## src/rtl/core101_alu_pkg.sv

```systemverilog
// rtl/core101_alu_pkg.sv - shared ALU micro-opcode, RV32I opcode and entry definitions
// Contents: uop code localparams, OP/OP_IMM/LUI/AUIPC opcodes, ALU entry
// struct and width, and the funct3 -> uop mapping shared by OP and OP-IMM.
package core101_alu_pkg;

  localparam int XLEN = 32;

  localparam logic [3:0] UOP_ADD     = 4'b0000;
  localparam logic [3:0] UOP_SUB     = 4'b0001;
  localparam logic [3:0] UOP_OR      = 4'b0010;
  localparam logic [3:0] UOP_AND     = 4'b0011;
  localparam logic [3:0] UOP_XOR     = 4'b0100;
  localparam logic [3:0] UOP_BUF_RS1 = 4'b1000;
  localparam logic [3:0] UOP_BUF_RS2 = 4'b1001;
  localparam logic [3:0] UOP_SLT     = 4'b1010;
  localparam logic [3:0] UOP_SLTU    = 4'b1011;
  localparam logic [3:0] UOP_SRA     = 4'b1101;
  localparam logic [3:0] UOP_SRL     = 4'b1110;
  localparam logic [3:0] UOP_SLL     = 4'b1111;

  localparam logic [6:0] OPC_OP     = 7'b0110011;
  localparam logic [6:0] OPC_OP_IMM = 7'b0010011;
  localparam logic [6:0] OPC_LUI    = 7'b0110111;
  localparam logic [6:0] OPC_AUIPC  = 7'b0010111;

  typedef struct packed {
    logic            valid;
    logic            illegal;
    logic [3:0]      uop;
    logic [XLEN-1:0] a;
    logic [XLEN-1:0] b;
  } alu_entry_t;

  localparam int ALU_ENTRY_W = $bits(alu_entry_t);

  // alt selects SUB at funct3=000 and SRA at funct3=101; ignored elsewhere.
  function automatic logic [3:0] funct3_uop(input logic [2:0] funct3, input logic alt);
    logic [3:0] u;
    case (funct3)
      3'b000:  u = alt ? UOP_SUB : UOP_ADD;
      3'b001:  u = UOP_SLL;
      3'b010:  u = UOP_SLT;
      3'b011:  u = UOP_SLTU;
      3'b100:  u = UOP_XOR;
      3'b101:  u = alt ? UOP_SRA : UOP_SRL;
      3'b110:  u = UOP_OR;
      default: u = UOP_AND;
    endcase
    return u;
  endfunction

endpackage

```

## src/rtl/alu_uop_decode.sv

```systemverilog
// rtl/alu_uop_decode.sv - combinational RV32I field to ALU operand/uop translation
// Ports: opcode/funct3/funct7b5 and rs1/rs2/imm/pc in; a_data/b_data/uop/illegal out.
module alu_uop_decode
  import core101_alu_pkg::*;
#(
  parameter int DATA_WIDTH = 32
) (
  input  logic [6:0]            opcode,
  input  logic [2:0]            funct3,
  input  logic                  funct7b5,
  input  logic [DATA_WIDTH-1:0] rs1_data,
  input  logic [DATA_WIDTH-1:0] rs2_data,
  input  logic [DATA_WIDTH-1:0] imm,
  input  logic [DATA_WIDTH-1:0] pc,
  output logic [DATA_WIDTH-1:0] a_data,
  output logic [DATA_WIDTH-1:0] b_data,
  output logic [3:0]            uop,
  output logic                  illegal
);

  always_comb begin
    a_data  = '0;
    b_data  = '0;
    uop     = UOP_ADD;
    illegal = 1'b0;
    case (opcode)
      OPC_OP: begin
        a_data = rs1_data;
        b_data = rs2_data;
        uop    = funct3_uop(funct3, funct7b5);
      end
      OPC_OP_IMM: begin
        a_data  = rs1_data;
        b_data  = imm;
        // There is no SUBI: funct7b5 only matters for the shift-right pair.
        uop     = funct3_uop(funct3, funct7b5 & (funct3 != 3'b000));
        illegal = (funct3 == 3'b001) & funct7b5;
      end
      OPC_LUI: begin
        b_data = imm;
        uop    = UOP_BUF_RS2;
      end
      OPC_AUIPC: begin
        a_data = pc;
        b_data = imm;
      end
      default: illegal = 1'b1;
    endcase
  end

endmodule

```

## src/rtl/alu_uop_issue.sv

```systemverilog
// rtl/alu_uop_issue.sv - EX-stage ALU operand/uop issue with 2-entry skid buffer
// Ports: clk_in, rst_n_in (sync active-low), flush_in; ID side in_valid_in/in_ready_out
// with opcode/funct3/funct7b5/rs1/rs2/imm/pc; ALU side out_valid_out/out_ready_in with
// a_data_out/b_data_out/uop_out/illegal_out.
// Macro ALU_UOP_ISSUE_PERF_EN adds issue_count_out and stall_count_out.
module alu_uop_issue
  import core101_alu_pkg::*;
#(
  parameter int DATA_WIDTH = 32
) (
  input  logic                  clk_in,
  input  logic                  rst_n_in,
  input  logic                  flush_in,
  input  logic                  in_valid_in,
  output logic                  in_ready_out,
  input  logic [6:0]            opcode_in,
  input  logic [2:0]            funct3_in,
  input  logic                  funct7b5_in,
  input  logic [DATA_WIDTH-1:0] rs1_data_in,
  input  logic [DATA_WIDTH-1:0] rs2_data_in,
  input  logic [DATA_WIDTH-1:0] imm_in,
  input  logic [DATA_WIDTH-1:0] pc_in,
  output logic                  out_valid_out,
  input  logic                  out_ready_in,
  output logic [DATA_WIDTH-1:0] a_data_out,
  output logic [DATA_WIDTH-1:0] b_data_out,
  output logic [3:0]            uop_out,
  output logic                  illegal_out
`ifdef ALU_UOP_ISSUE_PERF_EN
  ,
  output logic [31:0]           issue_count_out,
  output logic [31:0]           stall_count_out
`endif
);

  typedef struct packed {
    logic                  valid;
    logic                  illegal;
    logic [3:0]            uop;
    logic [DATA_WIDTH-1:0] a;
    logic [DATA_WIDTH-1:0] b;
  } entry_t;

  entry_t                m_q, s_q, dec_e;
  logic [DATA_WIDTH-1:0] dec_a, dec_b;
  logic [3:0]            dec_uop;
  logic                  dec_illegal;
  logic                  accept, consume;

  alu_uop_decode #(.DATA_WIDTH(DATA_WIDTH)) u_decode (
    .opcode   (opcode_in),
    .funct3   (funct3_in),
    .funct7b5 (funct7b5_in),
    .rs1_data (rs1_data_in),
    .rs2_data (rs2_data_in),
    .imm      (imm_in),
    .pc       (pc_in),
    .a_data   (dec_a),
    .b_data   (dec_b),
    .uop      (dec_uop),
    .illegal  (dec_illegal)
  );

  assign dec_e = '{valid: 1'b1, illegal: dec_illegal, uop: dec_uop, a: dec_a, b: dec_b};

  // Ready depends only on S, so it is a pure register output.
  assign in_ready_out = ~s_q.valid;
  assign accept       = in_valid_in & in_ready_out;
  assign consume      = m_q.valid & out_ready_in;

  always_ff @(posedge clk_in) begin
    if (!rst_n_in) begin
      m_q <= '0;
      s_q <= '0;
    end else if (flush_in) begin
      m_q.valid <= 1'b0;
      s_q.valid <= 1'b0;
    end else if (consume || !m_q.valid) begin
      // S is older than any new input, so it always refills M first.
      // While S is valid in_ready_out is low, so no input can be lost here.
      if (s_q.valid) begin
        m_q       <= s_q;
        s_q.valid <= 1'b0;
      end else if (accept) begin
        m_q <= dec_e;
      end else begin
        m_q.valid <= 1'b0;
      end
    end else if (accept) begin
      s_q <= dec_e;
    end
  end

  assign out_valid_out = m_q.valid;
  assign a_data_out    = m_q.a;
  assign b_data_out    = m_q.b;
  assign uop_out       = m_q.uop;
  assign illegal_out   = m_q.illegal;

`ifdef ALU_UOP_ISSUE_PERF_EN
  always_ff @(posedge clk_in) begin
    if (!rst_n_in) begin
      issue_count_out <= '0;
      stall_count_out <= '0;
    end else begin
      // A flush overrides the consume, so that edge is not an issue.
      if (consume && !flush_in) issue_count_out <= issue_count_out + 32'd1;
      if (m_q.valid && !out_ready_in) stall_count_out <= stall_count_out + 32'd1;
    end
  end
`endif

endmodule
```

## config.mk

```make
export PLATFORM = sky130hd
export DESIGN_NAME = alu_uop_issue
export DESIGN_NICKNAME = d
export VERILOG_FILES = /design/src/rtl/core101_alu_pkg.sv /design/src/rtl/alu_uop_decode.sv /design/src/rtl/alu_uop_issue.sv
export SDC_FILE = /design/constraint.sdc
export NUM_CORES = 1
export LEC_CHECK = 0
export ABC_AREA = 1
export BUFFER_PORTS_ARGS = -buffer_cell sky130_fd_sc_hd__buf_2
export CELL_PAD_IN_SITES_DETAIL_PLACEMENT = 2
export CELL_PAD_IN_SITES_GLOBAL_PLACEMENT = 2
export CORE_UTILIZATION = 26
export DETAILED_ROUTE_END_ITERATION = 16
export HOLD_SLACK_MARGIN = 0.06
export PLACE_DENSITY = 0.77
export SYNTH_ARGS = -nofsm -noshare
export SYNTH_HDL_FRONTEND = slang
export SYNTH_SLANG_ARGS = --single-unit
```

## constraint.sdc

```tcl
create_clock -name clk_in -period 1.7 [get_ports clk_in]
set_input_delay 0.17 -clock clk_in [delete_from_list [all_inputs] [get_ports clk_in]]
set_output_delay 0.17 -clock clk_in [all_outputs]
set_load 0.005 [all_outputs]
```

==> impl_results.md, run 1 <==
* Antenna diodes at 0
* Post-synthesis cell count at 1013
* Final global-route overflow total at 0
* P&R area growth vs syn at 34.4%
* 1st-iter DRT viols at 297
* Max-Cap Viols at 0
* Fin crit share at 0.973
* Crit path DAT at 1.95 ns
* Worst path max stage delay at 0.33 ns
* Hold Path Class: input port to flop
* Crit start category: flop
* Final #Nets at 1345
* Top cells by area, synth: dfxtp_1 43%, nand2_1 14%, a21oi_1 11%
* DIE HEIGHT at 161 um
* Critical path fanouts, max at 19
* Psw at 2090 uW
* CP required at 2.00 ns
* Cells after DPL at 1500
* Non-filler instance count after layout at 1538
* Post-synth top area cell: dfxtp_1
* Register area share after synthesis at 0.427
* # setup viols final at 0
* Longest Clk Path Bufs at 2
* Net Count, Synth at 1157
* Core area at 24500 sq um
* IO buf count at 214
* R2R depth at 9
* FILL cells at 2990
* Seq pwr share at 0.414
* DIE AREA at 25900 sq um
* Row count at 57
* Initial Util at 0.268
* Top Family by Delay on Critical Path: buffers and inverters
* Clock latency on the worst-skew pair at 0.42 ns
* CTS buffer count at 17
* Post-detail-place hpwl at 17.0 mm
* H-tree Lvls at 4
* Die extent in x at 161 um
* Max Fclk at 605 MHz
* PD cells at 952 nW/um^2
* RR Startpoint: out_valid_out$_SDFFE_PP0P_
* Buf+Inv Stages, Crit Path at 5
* Share of cells above drive strength 1 at 0.236
* Status: finished clean
* TritonCTS clock tree: yes
* Slowest CP cell: dfxtp_1
* Combinational Power Share at 0.099
* # IOs at 215
* Number of global-route vias before repair at 8036
* VDD IR-drop max at 0.408 mV
* Post-route ant nets at 0
* Yosys cell types at 20
* Largest net degree at the start of global routing at 72
* Final wirelength at 27.1 mm
* Sw Ratio at 0.249
* CP endpoint kind: flop
* Final setup skew at 0.0132 ns
* Flop-to-flop setup slack at 0.05 ns
* Cell Area, Synth at 6570 sq um
* Total Routing Usage GR at 0.206
* Final GP Congestion at 0.732
* Wirelength per Cell at 17.6 um
* Final hold slack at 0.0762 ns
* Synthesis-stage register bit count at 140
* Hold Crit Depth at 5
* Clk pin slew, worst setup/hold paths at 0.06 ns
* Vias at 7471
* Yosys Warn Count at 0
* Fin crit period at 1.65 ns
* Synth top area share at 0.427
* Syn avg cell area at 6.49 sq um
* Internal cell power at 6310 uW
* Leak Pwr at 0.00459 uW
* First-pass GRT wire length at 42.2 mm
* Worst Tran Pin Value at 0.376 ns
* Drt first pass iters at 4
* Slew Limit Fails at 0
* Antenna violations before repair at 1
* Clock sinks at 140
* Hold-critical path endpoint: s_q[59]$_SDFFE_PN0P_
* Critical path type: flop to flop
* Min-delay src: rs1_data_in[27]
* Final hold violations at 0
* Cell depth of the worst setup path at 9
* Drt via density at 4.86
* # DRC at 0
* Sequential standard cell area at 2800 sq um
* Crit path cell chain: inv_1 -> nor2_4 -> buf_4 -> nor3_4 -> buf_4 -> inv_4 -> buf_12 -> a21oi_1 -> a21oi_1
* Area occupied by multi-input gates at 3160 sq um
* R2R Path End: b_data_out[4]$_SDFFE_PN0P_
* Slew headroom at 0.749
* Root Buffer: clkbuf_16
* Clock power share at 0.487
[per-stage QoR]
stage | cell area, sq um | util | worst slack, ns | setup TNS (ns) | total power, uW
detailed placement | 8090 | 0.330 | 0.0281 | 0 | 4350
floorplan | 6570 | - | 0.275 | 0 | 3880
CTS | 8740 | 0.356 | 0.0483 | 0 | 8480
finish | 8830 | 0.360 | 0.0466 | 0 | 8400
global route | 8830 | 0.360 | -0.0555 | -0.148 | 8740
global placement | 8090 | 0.330 | 0.144 | 0 | 4320
[power by group through the flow]
stage          clock (uW)  combinational (uW)  sequential, uW
2_1_floorplan           0                 329            3550
3_3_place_gp            0                 781            3540
3_5_place_dp            0                 803            3550
4_1_cts              4180                 815            3480
5_1_grt              4320                 931            3490
6_report             4090                 834            3480
[sequential cells by signal, summed over array words and instances, names as in the netlist]
signal and cells:
uop_out 4, b_data_out 32, s_q 70, a_data_out 32, illegal_out 1, out_valid_out 1
[area by class of cell]
| type | count | share of cell area |
|---|---|---|
| clock buffers | 19 | 0.0513 |
| well taps | 324 | 0.0459 |
| clock inverters | 13 | 0.0214 |
| multi-input cells | 717 | 0.358 |
| inverters | 83 | 0.0356 |
| flip-flops and latches | 140 | 0.317 |
| repair buffers | 242 | 0.170 |
[how the worst max path moves through the flow]
| stage | startpoint | slack, ns | end |
|---|---|---|---|
| 6_report | out_valid_out$_SDFFE_PP0P_ | 0.05 | b_data_out[4]$_SDFFE_PN0P_ |
| 5_1_grt | out_valid_out$_SDFFE_PP0P_ | -0.06 | b_data_out[4]$_SDFFE_PN0P_ |
| 4_1_cts | out_valid_out$_SDFFE_PP0P_ | 0.05 | a_data_out[31]$_SDFFE_PN0P_ |
| 3_5_place_dp | opcode_in[6] | 0.03 | b_data_out[24]$_SDFFE_PN0P_ |
| 3_3_place_gp | opcode_in[6] | 0.14 | b_data_out[23]$_SDFFE_PN0P_ |
| 2_1_floorplan | out_valid_out$_SDFFE_PP0P_ | 0.27 | s_q[56]$_SDFFE_PN0P_ |
[worst min-delay path: stages]
cell and delay, ns:
buf_2 0.08, nand2_1 0.04, nand2_1 0.08, o21ai_1 0.06, inv_1 0.04
[per-layer routing]
layer	vias to the layer above	global-route usage	part of all wire
met1	3671	0.257	0.46
met4	2	0.0459	0.012
li1	3622	-	-
met5	-	0	0.00059
met3	22	0.0406	0.041
met2	154	0.364	0.49
[timing repair]
| action | in CTS | in global routing |
|---|---|---|
| buffers inserted | 0 | 2 |
| resized for setup | 0 | 5 |
| endpoints found under the setup margin | 0 | 1 |
| hold buffers | 1 | 0 |
| hold endpoints to repair | 1 | 0 |
[cell usage after synthesis, drive strengths merged]
master,count
a21oi,139
buf,25
clkbuf,48
clkinv,1
dfxtp,140
inv,82
nand2,245
nand3,34
nand4,3
nor2,150
nor3,3
o21ai,142
o31ai,1
[cells by family (layout without fill, tap and decap cells)]
logic type / count (synthesis) / in the layout / share of synthesized area
buf+inv: 156 / 357 / 0.0946
flops: 140 / 140 / 0.427
simple gates: 435 / 435 / 0.264
compound gates: 282 / 282 / 0.215
[layout by cell type, fill, tap and decap left out, drive strengths merged]
cell type / synthesis / routed
nand2: 245 / 245
buf: 25 / 238
nor2: 150 / 150
o21ai: 142 / 142
dfxtp: 140 / 140
a21oi: 139 / 139
inv: 82 / 84
nand3: 34 / 34
clkbuf: 48 / 22
clkinv: 1 / 6
bufinv: 0 / 4
nor3: 3 / 3
nand4: 3 / 3
clkinvlp: 0 / 2
o31ai: 1 / 1
dlygate4sd3: 0 / 1
Note: power is estimated with default switching activity, not from simulation.
==> inputs of run 2 (changes only) <==
--- a/config.mk
+++ b/config.mk
@@ -7,12 +7,11 @@
 export LEC_CHECK = 0
 export ABC_AREA = 1
 export BUFFER_PORTS_ARGS = -buffer_cell sky130_fd_sc_hd__buf_2
-export CELL_PAD_IN_SITES_DETAIL_PLACEMENT = 2
-export CELL_PAD_IN_SITES_GLOBAL_PLACEMENT = 2
-export CORE_UTILIZATION = 26
+export CORE_UTILIZATION = 30
 export DETAILED_ROUTE_END_ITERATION = 16
 export HOLD_SLACK_MARGIN = 0.06
-export PLACE_DENSITY = 0.77
+export PLACE_DENSITY = 0.5
+export RECOVER_POWER = 100
 export SYNTH_ARGS = -nofsm -noshare
 export SYNTH_HDL_FRONTEND = slang
 export SYNTH_SLANG_ARGS = --single-unit
==> impl_results.md, run 2 (same netlist as run 1, synthesis figures left out) <==
* Status: finished clean (unchanged)
* Worst Tran Pin Value at 0.520 ns (was 0.376 ns)
* Crit path DAT at 1.36 ns (was 1.95 ns)
* CP required at 1.53 ns (was 2.00 ns)
* Max-Cap Viols at 0 (unchanged)
* # IOs at 215 (unchanged)
* Wirelength per Cell at 14.4 um (was 17.6 um)
* Max Fclk at 655 MHz (was 605 MHz)
* Post-route ant nets at 0 (unchanged)
* Largest net degree at the start of global routing at 72 (unchanged)
* Final global-route overflow total at 0 (unchanged)
* Flop-to-flop setup slack at 0.24 ns (was 0.05 ns)
* Total negative setup slack at 0 ns (unchanged)
* Clock latency on the worst-skew pair at 0.42 ns (about the same)
* Longest Clk Path Bufs at 2 (unchanged)
* Post-detail-place hpwl at 13.9 mm (was 17.0 mm)
* Hold-critical path endpoint: s_q[9]$_SDFFE_PN0P_ (was s_q[59]$_SDFFE_PN0P_)
* Critical path fanouts, max at 56 (was 19)
* Post-cts gate resize count at 0 (unchanged)
* Biggest register: s_q (unchanged)
* Clock sinks at 140 (unchanged)
* # setup viols final at 0 (unchanged)
* Vias at 6914 (was 7471)
* Slew headroom at 0.653 (was 0.749)
* Combinational Power Share at 0.089 (was 0.099)
* # DRC at 0 (unchanged)
* Psw at 1920 uW (was 2090 uW)
* Sw Ratio at 0.235 (was 0.249)
* Total Routing Usage GR at 0.196 (was 0.206)
* Share of cells above drive strength 1 at 0.189 (was 0.236)
* Slowest CP cell: dfxtp_2 (was dfxtp_1)
* P&R area growth vs syn at 30.1% (was 34.4%)
* Initial Util at 0.310 (was 0.268)
* Hold Path Class: input port to flop (unchanged)
* Row count at 53 (was 57)
* Buf+Inv Stages, Crit Path at 3 (was 5)
* Drt via density at 4.64 (was 4.86)
* Internal cell power at 6250 uW (was 6310 uW)
* DIE AREA at 22500 sq um (was 25900 sq um)
* Final #Nets at 1345 (unchanged)
* Slew Limit Fails at 0 (unchanged)
* Die extent in x at 150 um (was 161 um)
* Antenna violations before repair at 2 (was 1)
* Min-delay src: imm_in[9] (was rs1_data_in[27])
* Clock power share at 0.485 (was 0.487)
* Commonest non-fill, non-tap cell in the layout: nand2_1 (unchanged)
* Fin crit period at 1.53 ns (was 1.65 ns)
* RR Startpoint: out_valid_out$_SDFFE_PP0P_ (unchanged)
* Clk pin slew, worst setup/hold paths at 0.06 ns (about the same)
* 1st-iter DRT viols at 326 (was 297)
* Hold Crit Depth at 5 (unchanged)
* Drt first pass iters at 5 (was 4)
* Leak Pwr at 0.00433 uW (was 0.00459 uW)
* H-tree Lvls at 4 (unchanged)
* TritonCTS clock tree: yes (unchanged)
* Seq pwr share at 0.426 (was 0.414)
* Number of global-route vias before repair at 6438 (was 8036)
* Final GP Congestion at 0.744 (was 0.732)
* Root Buffer: clkbuf_16 (unchanged)
* Crit path cell chain: inv_2 -> buf_12 -> clkbuf_1 (was inv_1 -> nor2_4 -> buf_4 -> nor3_4 -> buf_4 -> inv_4 -> buf_12 -> a21oi_1 -> a21oi_1)
* Worst path max stage delay at 0.35 ns (was 0.33 ns)
* Unrepaired setup endpoints after global routing: no
* Total design power at 8170 uW (was 8400 uW)
* CP endpoint kind: output pin (was flop)
* Final wirelength at 21.5 mm (was 27.1 mm)
* Fin crit share at 0.899 (was 0.973)
* Crit start category: flop (unchanged)
* Most frequent cells in the layout: 245 x nand2_1, 161 x buf_2, 146 x nor2_1, 140 x o21ai_0 (was 245 x nand2_1, 214 x buf_2, 146 x nor2_1, 139 x a21oi_1, 139 x dfxtp_1)
* Core area at 21200 sq um (was 24500 sq um)
* Final hold violations at 0 (unchanged)
* Max reg flops at 70 (unchanged)
* Top Family by Delay on Critical Path: buffers and inverters (unchanged)
* DIE HEIGHT at 150 um (was 161 um)
* Final setup skew at 0.00735 ns (was 0.0132 ns)
* R2R depth at 6 (was 9)
* Critical path type: flop to output pin (was flop to flop)
* CTS buffer count at 17 (unchanged)
* R2R Path End: s_q[26]$_SDFFE_PN0P_ (was b_data_out[4]$_SDFFE_PN0P_)
* IO buf count at 214 (unchanged)
* First-pass GRT wire length at 34.0 mm (was 42.2 mm)
* VDD IR-drop max at 0.611 mV (was 0.408 mV)
* PD cells at 955 nW/um^2 (was 952 nW/um^2)
run 2: cell types whose count changed in the layout (fill, tap and decap cells not counted), sizes merged:
cell | before | now
clkbuf | 22 | 77
buf | 238 | 185
diode | 0 | 2
clkinv | 6 | 5
clkinvlp | 2 | 1
run 2: worst max path at each step:
stage                               start                          to  slack [ns]  cells after the start
6_report             s_q[69]$_SDFFE_PP0P_                in_ready_out        0.17                      3
5_1_grt                          flush_in        s_q[64]$_SDFFE_PN0P_        0.04                      7
4_1_cts              s_q[69]$_SDFFE_PP0P_                in_ready_out        0.13                      3
3_5_place_dp                 opcode_in[6]  a_data_out[9]$_SDFFE_PN0P_        0.18                     10
3_3_place_gp                 opcode_in[6]  a_data_out[9]$_SDFFE_PN0P_        0.20                     10
2_1_floorplan  out_valid_out$_SDFFE_PP0P_        s_q[56]$_SDFFE_PN0P_        0.27                     10
run 2: cell type report:
| type | instances | area, sq um |
|---|---|---|
| flip-flops and latches | 140 | 2800 |
| fillers | 2296 | 12700 |
| multi-input cells | 717 | 3160 |
| well taps | 275 | 344 |
| inverters | 83 | 312 |
| repair buffers | 242 | 1300 |
| clock buffers | 21 | 460 |
| clock inverters | 11 | 165 |
| diodes | 2 | 5.00 |
run 2: what timing repair did:
action,CTS,global route
buffers inserted,0,0
hold endpoints to repair,1,0
hold buffers,1,0
run 2: power by group through the flow:
| stage | sequential [uW] | combinational, uW | clock [uW] |
|---|---|---|---|
| after floorplan | 3550 | 329 | 0 |
| after global placement | 3550 | 753 | 0 |
| after detailed placement | 3550 | 753 | 0 |
| after CTS | 3480 | 760 | 4050 |
| after global routing | 3490 | 823 | 4200 |
| final | 3480 | 724 | 3970 |
run 2: metrics by stage:
step,setup slack (ns),utilization,instance area (sq um),hold slack (ns),cells
after floorplan,0.275,-,6570,0.277,1013
after global placement,0.196,0.377,7990,0.467,1456
after detailed placement,0.181,0.377,7990,0.452,1456
after CTS,0.127,0.407,8630,0.0659,1489
after global routing,0.0398,0.403,8550,0.0828,1491
final,0.172,0.403,8550,0.0801,1491
run 2: per-layer routing:
layer / global-route usage / vias up / share of wire
met5: 0 / - / 0
met4: 0.0641 / 0 / 0.013
met3: 0.0399 / 16 / 0.057
met2: 0.317 / 191 / 0.46
met1: 0.259 / 3088 / 0.47
li1: - / 3619 / -
run 2: worst reg2reg max path: cells and delay by family (launching register included):
family                 cells  cell delay [ns]
buffers and inverters      3             0.49
flip-flops                 1             0.33
AO/OA/AOI/OAI              1             0.29
AND/OR/NAND/NOR            2             0.25
